==> src/rtl/instr_encoder.sv <==
// Instruction encoder: packs RV32-style fields into a 32-bit instruction
// word, flags out-of-range or misaligned immediates, and buffers results
// in a 2-entry FIFO with a valid/ready handshake on both sides.
module instr_encoder (
  input  logic        clk,
  input  logic        rst_n,
  input  logic        in_valid,
  output logic        in_ready,
  input  logic [2:0]  in_fmt,
  input  logic [6:0]  in_opcode,
  input  logic [4:0]  in_rd,
  input  logic [4:0]  in_rs1,
  input  logic [4:0]  in_rs2,
  input  logic [2:0]  in_funct3,
  input  logic [6:0]  in_funct7,
  input  logic [31:0] in_imm,
  output logic        out_valid,
  input  logic        out_ready,
  output logic [31:0] out_instr,
  output logic        out_err,
  output logic [15:0] enc_count
);

  typedef enum logic [2:0] {
    FMT_R = 3'd0,
    FMT_I = 3'd1,
    FMT_S = 3'd2,
    FMT_B = 3'd3,
    FMT_U = 3'd4,
    FMT_J = 3'd5
  } fmt_e;

  localparam logic [31:0] NOP = 32'h0000_0013;

  logic signed [31:0] imm_s;
  logic [31:0]        enc_instr;
  logic               enc_err;

  logic [31:0] mem_instr [2];
  logic        mem_err   [2];
  logic        wr_ptr;
  logic        rd_ptr;
  logic [1:0]  count;
  logic        push;
  logic        pop;

  assign imm_s = $signed(in_imm);

  // Pack fields per format and flag range/alignment/format errors.
  always_comb begin
    // NOTE: every output of this block gets a default first so no path leaves it unassigned, which would infer a latch.
    enc_instr = NOP;
    enc_err   = 1'b1;
    case (in_fmt)
      FMT_R: begin
        enc_instr = {in_funct7, in_rs2, in_rs1, in_funct3, in_rd, in_opcode};
        enc_err   = 1'b0;
      end
      FMT_I: begin
        enc_instr = {in_imm[11:0], in_rs1, in_funct3, in_rd, in_opcode};
        enc_err   = (imm_s < -32'sd2048) || (imm_s > 32'sd2047);
      end
      FMT_S: begin
        enc_instr = {in_imm[11:5], in_rs2, in_rs1, in_funct3, in_imm[4:0], in_opcode};
        enc_err   = (imm_s < -32'sd2048) || (imm_s > 32'sd2047);
      end
      FMT_B: begin
        enc_instr = {in_imm[12], in_imm[10:5], in_rs2, in_rs1, in_funct3,
                     in_imm[4:1], in_imm[11], in_opcode};
        enc_err   = (imm_s < -32'sd4096) || (imm_s > 32'sd4094) || in_imm[0];
      end
      FMT_U: begin
        enc_instr = {in_imm[31:12], in_rd, in_opcode};
        enc_err   = (in_imm[11:0] != 12'h000);
      end
      FMT_J: begin
        enc_instr = {in_imm[20], in_imm[10:1], in_imm[11], in_imm[19:12], in_rd, in_opcode};
        enc_err   = (imm_s < -32'sd1048576) || (imm_s > 32'sd1048574) || in_imm[0];
      end
      default: begin
        enc_instr = NOP;
        enc_err   = 1'b1;
      end
    endcase
    if (enc_err) begin
      enc_instr = NOP;
    end
  end

  assign in_ready  = rst_n && (count != 2'd2);
  assign out_valid = (count != 2'd0);
  assign push      = in_valid && in_ready;
  assign pop       = out_valid && out_ready;

  // Head entry is masked while empty so outputs read zero after reset.
  assign out_instr = out_valid ? mem_instr[rd_ptr] : 32'h0;
  assign out_err   = out_valid ? mem_err[rd_ptr]   : 1'b0;

  // FIFO storage write on push.
  // NOTE: storage is not reset; emptiness is tracked by count and the outputs are masked, so stale data is never visible.
  always_ff @(posedge clk) begin
    if (push) begin
      mem_instr[wr_ptr] <= enc_instr;
      mem_err[wr_ptr]   <= enc_err;
    end
  end

  // FIFO pointers and occupancy; pointers wrap naturally as 1-bit values.
  always_ff @(posedge clk or negedge rst_n) begin
    // NOTE: sequential state uses non-blocking assignments so every register samples pre-edge values.
    if (!rst_n) begin
      wr_ptr <= 1'b0;
      rd_ptr <= 1'b0;
      count  <= 2'd0;
    end else begin
      if (push) wr_ptr <= ~wr_ptr;
      if (pop)  rd_ptr <= ~rd_ptr;
      case ({push, pop})
        2'b10:   count <= count + 2'd1;
        2'b01:   count <= count - 2'd1;
        default: count <= count;
      endcase
    end
  end

  // Saturating count of error-free accepted requests.
  always_ff @(posedge clk or negedge rst_n) begin
    if (!rst_n) begin
      enc_count <= 16'h0000;
    end else if (push && !enc_err && (enc_count != 16'hFFFF)) begin
      enc_count <= enc_count + 16'd1;
    end
  end

endmodule

==> config.mk <==
export PLATFORM = sky130hd
export DESIGN_NAME = instr_encoder
export DESIGN_NICKNAME = d
export VERILOG_FILES = /design/src/rtl/instr_encoder.sv
export SDC_FILE = /design/constraint.sdc
export NUM_CORES = 1
export LEC_CHECK = 0
export ABC_AREA = 1
export BUFFER_PORTS_ARGS = -buffer_cell sky130_fd_sc_hd__buf_4
export CORE_MARGIN = 2
export CORE_UTILIZATION = 53
export DETAILED_ROUTE_END_ITERATION = 16
export PLACE_DENSITY_LB_ADDON = 0.1
export SYNTH_ARGS = -nofsm -noshare
export SYNTH_HDL_FRONTEND = slang
export SYNTH_SLANG_ARGS = --single-unit
==> constraint.sdc <==
create_clock -name clk -period 3.48 [get_ports clk]
set_input_delay 0.696 -clock clk [delete_from_list [all_inputs] [get_ports clk]]
set_output_delay 0.696 -clock clk [all_outputs]
set_load 0.05 [all_outputs]
---- Word-level counts from Yosys, hierarchy flattened ----
Memories as Yosys holds them, arrays and structs flattened.
Cells that the tools add are included.
Widths: inputs -> output; s select.
storage, ports and cells
  bits in writable memories ............... 66
  bits of input ports ..................... 71
  word-level logic and storage cells ...... 50
  memories kept ........................... 2
  output and inout port bits .............. 51
  flip-flop bits (word level) ............. 20
memories
  memory     depth  width  read ports  clocked after memory_dff  wr ports  line  text
  mem_instr  2      32     1           0                         1         39    logic [31:0] mem_instr [2];
  mem_err    2      1      1           0                         1         40    logic mem_err [2];
operators by class
  reductions and logical operators ........ 16
  order comparisons ....................... 6
  add/subtract/negate cells ............... 3
  bitwise gates (word level) .............. 2
  equal/unequal tests ..................... 9
  multiplexer cells ....................... 8
operators with widths
  kind                   count
  $pmux 32 s6            1
  $mux 32                2
  $gt 32x12->1 const B   1
  $gt 32x13->1 const B   1
  $gt 32x21->1 const B   1
  $lt 32x12->1 const B   1
  $lt 32x13->1 const B   1
  $lt 32x21->1 const B   1
  $add 16x1->16 const B  1
  $ne 16x16->1 const B   1
  $reduce_bool 12->1     1
  $eq 3x2->1 const B     2
  $eq 3x3->1 const B     2
  $logic_and 1x1->1      5
  $logic_or 1x1->1       5
  $pmux 1 s5             1
  $pmux 2 s2             1
  $reduce_bool 2->1      2
  $eq 3x1->1 const B     1
  $logic_not 3->1        1
  $mux 1                 3
  $add 2x1->2 const B    1
  $eq 2x1->1 const B     1
  $eq 2x2->1 const B     1
  5 further kinds        6

---- Depth between registers and ports, before layout ----
Gate-level depths: netlist of run 1.
  depth in word-level cells ............... 7
  depth in mapped cells ................... 15
  mapped depth without buffers ............ 14

---- Worst setup path before layout of run 1 ----
Ideal clock, no wire load.
  path kind ............................... input to register
  from .................................... input port rst_n
  to ...................................... memory mem_err[0] (enable)
  library setup time ...................... 0.423 ns
  buffers on the path ..................... 0
  path slack .............................. -0.250 ns
  stages .................................. 3
  required time ........................... 3.057 ns
  data arrival time ....................... 3.306 ns
  path through ............................ a21boi_1 -> nand2_1 -> nor2_1
on the way
  cells in the longest elaborated chain, start to end .. 4
RTL lines
  what                          line  text
  start, declared               6     input logic rst_n,
  $logic_and 1x1->1             90    assign in_ready = rst_n && (count != 2'd2);
  $logic_and 1x1->1             92    assign push = in_valid && in_ready;
  $mux 1                        102   if (push) begin
  $mux 1 (implied by the code)  104   mem_err[wr_ptr] <= enc_err;
  end, declared                 40
Every way passes these cells.

---- Worst setup path in the final report of run 1 ----
  from .................................... register count[0]
  to ...................................... output port out_instr[28]
on the way
  cells in the longest elaborated chain, start to end .. 2
RTL lines
  what                    line  text
  start, declared         43    logic [1:0] count;
  start signal, assigned  119   2'b10: count <= count + 2'd1;
  start signal, assigned  120   2'b01: count <= count - 2'd1;
  start signal, assigned  121   default: count <= count;
  $reduce_bool 2->1       91    assign out_valid = (count != 2'd0);
  $mux 32                 96    assign out_instr = out_valid ? mem_instr[rd_ptr] : 32'h0;
  end, declared           19    output logic [31:0] out_instr,
Every way passes these cells.

==> flow_metrics.env, run 1 <==
export IMPL_core_um2=8720
export IMPL_overflow=0
export IMPL_syn_inst=555
export IMPL_yosys_area_top_type_share_pct=41.8
export IMPL_critPathCaptureType="output port"
export IMPL_synth_top_flop_cell="edfxtp_1"
export IMPL_crit_top_cell="buf_4"
export IMPL_yosysWarningCount=0
export IMPL_antenna_cells=0
export IMPL_synth_compound_gate_area_share_pct=10.1
export IMPL_final_instance_count_excl_fill=787
export IMPL_io_pins=122
export IMPL_dieArea_um2=9730
export IMPL_relSlewSlack_pct=60.2
export IMPL_grt_util_all_layers_pct=27.1
export IMPL_synthMuxAreaShare_pct=0
export IMPL_synth_avg_cell_area_um2=8.55
export IMPL_clk_latency_ns=0.35
export IMPL_grt_pass1_vias=4225
export IMPL_cp_arrival_ns=1.98
export IMPL_synth_edff_count=66
export IMPL_cts_sinks=86
export IMPL_fmax_mhz=373
export IMPL_p_leak_uw=0.00257
export IMPL_min_period_over_period_pct=77.0
export IMPL_yosysSeqAreaShare_pct=52.3
export IMPL_start_util_pct=54.4
export IMPL_yosysUniqueCellTypes=36
export IMPL_cp_slowest_cell="dfrtp_1"
export IMPL_ys_seq_elements=86
export IMPL_async_reset_ff_share_pct=23.3
export IMPL_drt_iter0_markers=306
export IMPL_yosys_area_top_type="edfxtp_1"
export IMPL_tns_ns=0
export IMPL_outcome="complete, no violations"
export IMPL_fin_nets=747
export IMPL_drc=0
export IMPL_cp_data_required_time_ns=2.78
export IMPL_clk_pin_slew_ns=0.10
export IMPL_path_cells="nor2_2, buf_4, a21oi_1, buf_4"
export IMPL_hold_class="in2async"
export IMPL_wl_met2_um=6360
export IMPL_setup_viol=0
export IMPL_hpwl_um=9440
export IMPL_skew_ns=0.0174
export IMPL_layout_commonest_cell="nand2_1"
export IMPL_finalMaxSlewViolations=0
export IMPL_avgViaCountPerCell=5.45
export IMPL_ctsLongestPathBuffers=2
export IMPL_wl_met3_um=739
export IMPL_areaGrowthSynthToFinish_pct=25.5
export IMPL_synth_simple_area_share_pct=28.1
export IMPL_synth_xor_xnor_area_share_pct=3.32
export IMPL_postCtsHoldBufs=0
export IMPL_rsz0062_at_grt="no"
export IMPL_pwr_density_cell_nw_per_um2=704
export IMPL_top_layer="met4"
export IMPL_ys_top_cells_by_area="edfxtp_1 (42%), nand2_1 (13%), dfrtp_1 (11%)"
export IMPL_fp_row_count=34
export IMPL_ant_nets=0
export IMPL_critical_path_max_fanout=25
export IMPL_grt_pass1_wl_um=20700
export IMPL_clockRootBuffer="clkbuf_8"
export IMPL_drt_wl_total_um=12700
export IMPL_cts_setup_buffers=0
export IMPL_dp_cells=771
export IMPL_firstDrtPassIters=6
export IMPL_cp_start_kind="flip-flop"
export IMPL_drt_wirelength_per_cell_um=16.1
export IMPL_timing_hold_violations_final=0
export IMPL_antenna_found_initial=0
export IMPL_port_buffers=121
export IMPL_synth_fp_nets=628
export IMPL_grt_max_degree=35
export IMPL_peakVddDrop_v=0.000392
export IMPL_drive_above_1_share_pct=25.9
export IMPL_fin_crit_ns=2.68
export IMPL_cts_tree="done"
export IMPL_path_class="reg2out"
export IMPL_die_y_um=98.6
export IMPL_detailroute_via_count=4289
export IMPL_h_tree_depth=3
export IMPL_synth_area_um2=4750
export IMPL_synth_fa_ha_area_share_pct=0.527
export IMPL_worst_slew_pin_slew_ns=0.594
export IMPL_cap_violations=0
export IMPL_die_x_um=98.6
export IMPL_cts_resized=0
export IMPL_synth_top_family_by_area="simple AND/OR/NAND/NOR gates"
export IMPL_wl_met1_um=5340
export IMPL_final_cell_mix="nand2_1 (170), buf_4 (129), nor2_1 (66), edfxtp_1 (66), a21oi_1 (42)"
export IMPL_cts_buffers=9
export IMPL_cp_slowest_stage_delay_ns=0.45
export IMPL_place_congestion=0.976
metrics by stage:
stage | utilization [%] | total power (uW) | instance area (um^2) | worst slack [ns] | hold slack [ns]
2_1_floorplan | - | 2830 | 4750 | -0.250 | 0.400
3_3_place_gp | 66.0 | 3470 | 5750 | 0.715 | 0.503
3_5_place_dp | 66.0 | 3500 | 5750 | 0.641 | 0.518
4_1_cts | 68.3 | 4210 | 5960 | 0.806 | 0.202
5_1_grt | 68.3 | 4400 | 5960 | 0.649 | 0.197
6_report | 68.3 | 4190 | 5960 | 0.802 | 0.204
flip-flops by register name, indices dropped and copies added, names as in the netlist:
register,flops
wr_ptr,1
mem_err,2
mem_instr,64
rd_ptr,1
count,2
enc_count,16
final cells by class:
type	instances	area [um^2]
sequential	86	2480
fill	733	2770
clock buffer	9	124
inverter	40	150
clock inverter	7	78.8
timing repair buffer	129	968
multi-input combinational	408	2020
tap	108	135
power breakdown:
part	leakage, uW	total [uW]	internal (uW)	switching (uW)
clock network	0.0000998	717	341	376
registers	0.000882	1340	1270	77.4
logic	0.00159	2130	584	1550
total	0.00257	4190	2190	2000
final timing paths:
path | start | to | slack, ns | cells after the start
setup / recovery | count[0] | out_instr[28] | 0.80 | 4
hold / removal | rst_n | count[1] | 0.20 | 1
setup reg to reg | count[0] | mem_instr[0][9] | 1.46 | 5
hold reg to reg | count[1] | count[1] | 0.53 | 1
max in group asynchronous | rst_n | enc_count[10] | 3.04 | 1
min in group clk | count[1] | count[1] | 0.53 | 1
per-layer routing:
metal,vias up,GRT usage [%]
li1,2110,-
met1,1992,36.3
met2,168,44.6
met3,19,5.04
met4,0,9.27
met5,-,0
kinds of logic (layout without fill, tap and decap cells):
family | Yosys count | after routing
simple gates | 312 | 312
buf+inv | 61 | 185
xor+xnor | 18 | 18
compound gates | 76 | 76
flops | 86 | 86
fa+ha+maj | 2 | 2
cell usage after synthesis (2+ instances only):
cell,instances
nand2_1,170
o22ai_1,4
nand2_2,2
nand4_1,27
xnor2_1,10
edfxtp_1,66
a221oi_1,3
inv_2,6
nor3_1,9
buf_1,3
a21oi_1,42
a21oi_2,13
buf_2,2
ha_1,2
clkbuf_1,10
inv_1,34
or2_1,3
a31oi_1,2
nor2_1,69
buf_4,3
o21ai_0,7
nand3_1,24
xor2_1,8
nor2_2,3
dfrtp_1,20
buf_6,3
critical path, delay by kind of cell, from the launching register on:
family                 cells  cell delay, ns
AND/OR/NAND/NOR            1            0.44
buffers and inverters      2            0.60
AO/OA/AOI/OAI              1            0.13
flip-flops                 1            0.45
Note: power is estimated with default switching activity, not from simulation.
==> inputs of run 2 (changes only) <==
- clock period: 3.48 -> 2.6 ns (I/O delays scaled with it)
==> run 2 against run 1 <==
Net effect: combinational power increased by 37%; first-iteration DRC count decreased by 25%; utilization increased by 1.0 points; clock power increased by 25%; register-to-register slack got worse by 0.95 ns; clock skew decreased by 0.0073 ns; via count increased by 0.44%; clock-buffer cell count increased by 2; die area unchanged; routed wire length decreased by 2.8%; sequential share of layout area decreased by 0.60 points; critical path type unchanged.
==> flow_metrics.env, run 2 (same netlist as run 1, synthesis figures left out) <==
export IMPL_regMostFlops="mem_instr"
export IMPL_drt_iter0_markers=231
export IMPL_grt_max_degree=26
export IMPL_timing_hold_violations_final=0
export IMPL_fin_crit_ns=2.10
export IMPL_cts_buffers=9
export IMPL_largest_reg_flops=64
export IMPL_grt_pass1_wl_um=20100
export IMPL_hold_class="in2async"
export IMPL_path_class="reg2out"
export IMPL_clk_latency_ns=0.34
export IMPL_tns_ns=0
export IMPL_peakVddDrop_v=0.000628
export IMPL_critical_path_max_fanout=14
export IMPL_p_int_uw=2940
export IMPL_p_leak_uw=0.00262
export IMPL_drt_wl_total_um=12300
export IMPL_hpwl_um=9440
export IMPL_critPathCaptureType="output port"
export IMPL_finalMaxSlewViolations=0
export IMPL_relSlewSlack_pct=69.2
export IMPL_drc=0
export IMPL_grt_util_all_layers_pct=26.0
export IMPL_cts_sinks=86
export IMPL_fmax_mhz=476
export IMPL_cts_setup_buffers=0
export IMPL_fin_nets=756
export IMPL_antenna_cells=0
export IMPL_min_period_over_period_pct=80.9
export IMPL_pwr_density_cell_nw_per_um2=927
export IMPL_outcome="complete, no violations"
export IMPL_firstDrtPassIters=5
export IMPL_detailroute_via_count=4308
export IMPL_largest_registers="mem_instr (64), enc_count (16)"
export IMPL_p_switching_uw=2660
export IMPL_worst_slew_pin_slew_ns=0.463
export IMPL_skew_ns=0.0101
export IMPL_drive_above_1_share_pct=27.0
export IMPL_drt_wirelength_per_cell_um=15.5
export IMPL_r2r_start="enc_count[0]"
export IMPL_postCtsHoldBufs=0
export IMPL_die_x_um=98.6
export IMPL_h_tree_depth=3
export IMPL_cp_data_required_time_ns=2.08
export IMPL_r2r_cells=9
export IMPL_fill_cells=683
export IMPL_port_buffers=121
export IMPL_areaGrowthSynthToFinish_pct=27.3
export IMPL_cp_arrival_ns=1.58
export IMPL_dp_cells=780
export IMPL_dpl_cell_area_um2=5850
export IMPL_rr_endpoint="enc_count[13]"
export IMPL_clk_pin_slew_ns=0.09
export IMPL_ant_nets=0
export IMPL_clockPowerShare_pct=16.0
export IMPL_antenna_found_initial=0
export IMPL_fp_row_count=34
export IMPL_seqPwrFrac_pct=32.1
export IMPL_avgViaCountPerCell=5.41
export IMPL_fin_util_pct=69.3
export IMPL_cts_tree="done"
export IMPL_rsz0062_at_grt="no"
export IMPL_ctsLongestPathBuffers=2
export IMPL_cts_resized=0
export IMPL_p_sw_share_pct=47.5
export IMPL_setup_viol=0
export IMPL_core_um2=8720
export IMPL_final_cell_mix="nand2_1 (170), buf_4 (136), nor2_1 (66), edfxtp_1 (66), a21oi_1 (42)"
export IMPL_stdcell_area_um2=6040
export IMPL_overflow=0
export IMPL_layout_commonest_cell="nand2_1"
export IMPL_pwr_share_comb_pct=51.9
export IMPL_clockRootBuffer="clkbuf_8"
export IMPL_dieArea_um2=9730
export IMPL_reg2reg_slack_ns=0.51
export IMPL_cp_start_kind="flip-flop"
export IMPL_start_util_pct=54.4
export IMPL_io_pins=122
export IMPL_grt_pass1_vias=4202
export IMPL_die_y_um=98.6
export IMPL_final_instance_count_excl_fill=796
export IMPL_place_congestion=1.02
export IMPL_cap_violations=0
==> run 2: changes by cell type in the layout (fill, tap and decap cells not counted) <==
cell	previous run	this run
bufinv_16	1	0
clkinv_1	1	0
a21boi_2	0	1
buf_4	129	136
a21boi_1	1	0
inv_6	2	1
buf_12	0	2
clkbuf_16	0	1
clkinv_2	0	1
clkbuf_1	0	1
==> run 2: worst max path at each step <==
stage	from	slack (ns)	cells past startpoint	end
2_1_floorplan	rst_n	0.24	3	mem_err[0]
3_3_place_gp	in_fmt[1]	0.35	11	mem_instr[1][30]
3_5_place_dp	in_imm[25]	0.33	10	mem_instr[1][23]
4_1_cts	rd_ptr	0.48	5	out_instr[28]
5_1_grt	enc_count[0]	0.33	9	enc_count[15]
6_report	rd_ptr	0.50	5	out_instr[24]
==> run 2: power by group through the flow <==
stage,clock network [uW],registers (uW),logic (uW)
5_1_grt,980,1820,3090
3_5_place_dp,0,1830,2920
2_1_floorplan,0,1890,1900
6_report,896,1800,2910
3_3_place_gp,0,1820,2890
4_1_cts,913,1800,2930
==> run 2: final cells by class <==
class	count	area, um^2	area share (%)
Sequential cell	86	2480	41.1
Clock inverter	5	41.3	0.683
Timing Repair Buffer	138	1060	17.6
Multi-Input combinational cell	408	2020	33.4
Clock buffer	11	153	2.53
Inverter	40	150	2.48
Tap cell	108	135	2.24
==> run 2: per-layer routing <==
layer	share of wire (%)	GRT usage (%)	wire, um
met5	0	0	0
met2	52	45.3	6370
met4	1.8	8.64	222
met1	41	33.2	5010
met3	5.7	4.26	703
==> run 2: stage by stage <==
step | power, uW | setup WS, ns | hold WS [ns]
5_1_grt | 5890 | 0.330 | 0.134
3_3_place_gp | 4710 | 0.349 | 0.505
4_1_cts | 5640 | 0.484 | 0.132
3_5_place_dp | 4750 | 0.326 | 0.510
2_1_floorplan | 3800 | 0.239 | 0.224
6_report | 5600 | 0.498 | 0.142
==> run 2: worst max-delay path: stages (launching register included) <==
cell and delay [ns]:
dfrtp_1 0.41, inv_1 0.08, buf_4 0.21, nand2_1 0.07, a21oi_1 0.22, buf_4 0.25
==> inputs of run 3 (changes only) <==
- clock period: 2.6 -> 2.19 ns (I/O delays scaled with it)
==> run 3 against run 2 <==
Net effect: clock-buffer cell count did not move; setup slack worse by 0.33 ns; final cell count rose by 0.50%; critical path type unchanged; flip-flop and latch count unchanged.
==> flow_metrics.env, run 3 (same netlist as run 1, synthesis figures left out) <==
export IMPL_outcome="complete, no violations"
export IMPL_setup_viol=0
export IMPL_layout_commonest_cell="nand2_1"
export IMPL_regMostFlops="mem_instr"
export IMPL_cts_resized=0
export IMPL_overflow=0
export IMPL_antenna_found_initial=0
export IMPL_start_util_pct=54.4
export IMPL_fill_cells=694
export IMPL_h_tree_depth=3
export IMPL_cts_setup_buffers=0
export IMPL_clk_latency_ns=0.35
export IMPL_dp_cells=784
export IMPL_crit_start="rd_ptr"
export IMPL_drt_wl_total_um=12300
export IMPL_antenna_cells=0
export IMPL_tns_ns=0
export IMPL_r2r_start="enc_count[0]"
export IMPL_rr_endpoint="enc_count[2]"
export IMPL_place_congestion=1.06
export IMPL_fin_crit_ns=2.02
export IMPL_wl_met1_um=5130
export IMPL_pwr_density_cell_nw_per_um2=1090
export IMPL_wl_met3_um=683
export IMPL_avgViaCountPerCell=5.36
export IMPL_cts_buffers=9
export IMPL_cp_slowest_stage_delay_ns=0.41
export IMPL_final_instance_count_excl_fill=800
export IMPL_p_total_uw=6640
export IMPL_fmax_mhz=494
export IMPL_grt_max_degree=22
export IMPL_critPathCaptureType="output port"
export IMPL_path_class="reg2out"
export IMPL_min_period_over_period_pct=92.4
export IMPL_hpwl_um=9490
export IMPL_fin_nets=760
export IMPL_reg2reg_slack_ns=0.31
export IMPL_finalMaxSlewViolations=0
export IMPL_r2r_cells=9
export IMPL_postCtsHoldBufs=0
export IMPL_fp_row_count=34
export IMPL_clk_pin_slew_ns=0.09
export IMPL_drive_above_1_share_pct=27.5
export IMPL_cp_arrival_ns=1.58
export IMPL_final_cell_mix="nand2_1 (170), buf_4 (140), nor2_1 (66), edfxtp_1 (66), a21oi_1 (42)"
export IMPL_cp_data_required_time_ns=1.75
export IMPL_drc=0
export IMPL_ant_nets=0
export IMPL_areaGrowthSynthToFinish_pct=27.9
export IMPL_timing_hold_violations_final=0
export IMPL_grt_pass1_wl_um=20500
export IMPL_fin_util_pct=69.6
export IMPL_core_um2=8720
export IMPL_p_leak_uw=0.00264
export IMPL_cp_slowest_cell="dfrtp_1"
export IMPL_io_pins=122
export IMPL_crit_top_cell="buf_4"
export IMPL_path_cells="inv_1, buf_4, nand2_1, a21oi_1, buf_4"
export IMPL_die_y_um=98.6
export IMPL_grt_util_all_layers_pct=26.3
export IMPL_cap_violations=0
export IMPL_wl_met2_um=6370
export IMPL_cts_sinks=86
export IMPL_cts_tree="done"
export IMPL_ctsLongestPathBuffers=2
export IMPL_hold_class="in2async"
export IMPL_peakVddDrop_v=0.000560
export IMPL_grt_pass1_vias=4245
export IMPL_firstDrtPassIters=5
export IMPL_drt_iter0_markers=256
export IMPL_port_buffers=121
export IMPL_cp_start_kind="flip-flop"
export IMPL_top_layer="met4"
export IMPL_worst_slew_pin_slew_ns=0.546
export IMPL_largest_reg_flops=64
export IMPL_dieArea_um2=9730
export IMPL_drt_wirelength_per_cell_um=15.4
export IMPL_die_x_um=98.6
export IMPL_relSlewSlack_pct=63.4
export IMPL_skew_ns=0.0150
export IMPL_clockRootBuffer="clkbuf_8"
export IMPL_critical_path_max_fanout=15
export IMPL_detailroute_via_count=4285
export IMPL_largest_registers="mem_instr (64), enc_count (16)"
export IMPL_rsz0062_at_grt="no"
## run 3: critical path: cells and delay by family, from the launching register on
| family | cells | cell delay (ns) |
|---|---|---|
| buffers and inverters | 3 | 0.54 |
| AND/OR/NAND/NOR | 1 | 0.09 |
| flip-flops | 1 | 0.41 |
| AO/OA/AOI/OAI | 1 | 0.20 |
## run 3: worst max path at each step
| stage | endpoint |
|---|---|
| 2_1_floorplan | out_instr[10] |
| 3_3_place_gp | mem_instr[1][25] |
| 3_5_place_dp | mem_instr[0][25] |
| 4_1_cts | out_instr[28] |
| 5_1_grt | out_instr[28] |
| 6_report | out_instr[17] |
## run 3: routing by layer
| metal | global-route usage [%] | up-vias |
|---|---|---|
| li1 | - | 2140 |
| met1 | 34.4 | 1975 |
| met2 | 45.8 | 152 |
| met3 | 4.89 | 18 |
| met4 | 6.32 | 0 |
| met5 | 0 | - |
## run 3: final cells by class
type | count | area [um^2] | share of cell area [%]
timing repair buffer | 142 | 1090 | 18.0
clock buffer | 11 | 141 | 2.33
inverter | 40 | 150 | 2.47
multi-input combinational | 408 | 2030 | 33.4
tap | 108 | 135 | 2.23
clock inverter | 5 | 42.5 | 0.701
sequential | 86 | 2480 | 40.9
## run 3: power breakdown
group	internal, uW	total [uW]	switching [uW]
clock network	457	1030	576
registers	2010	2140	129
logic	1000	3470	2470
total	3470	6640	3170
## run 3: metrics by stage
stage	instance area [um^2]	hold WS (ns)	worst slack, ns
2_1_floorplan	4770	0.142	0.00504
3_3_place_gp	5890	0.424	0.0729
3_5_place_dp	5890	0.431	0.0164
4_1_cts	6070	0.0479	0.168
5_1_grt	6070	0.0562	0.0947
6_report	6070	0.0502	0.168
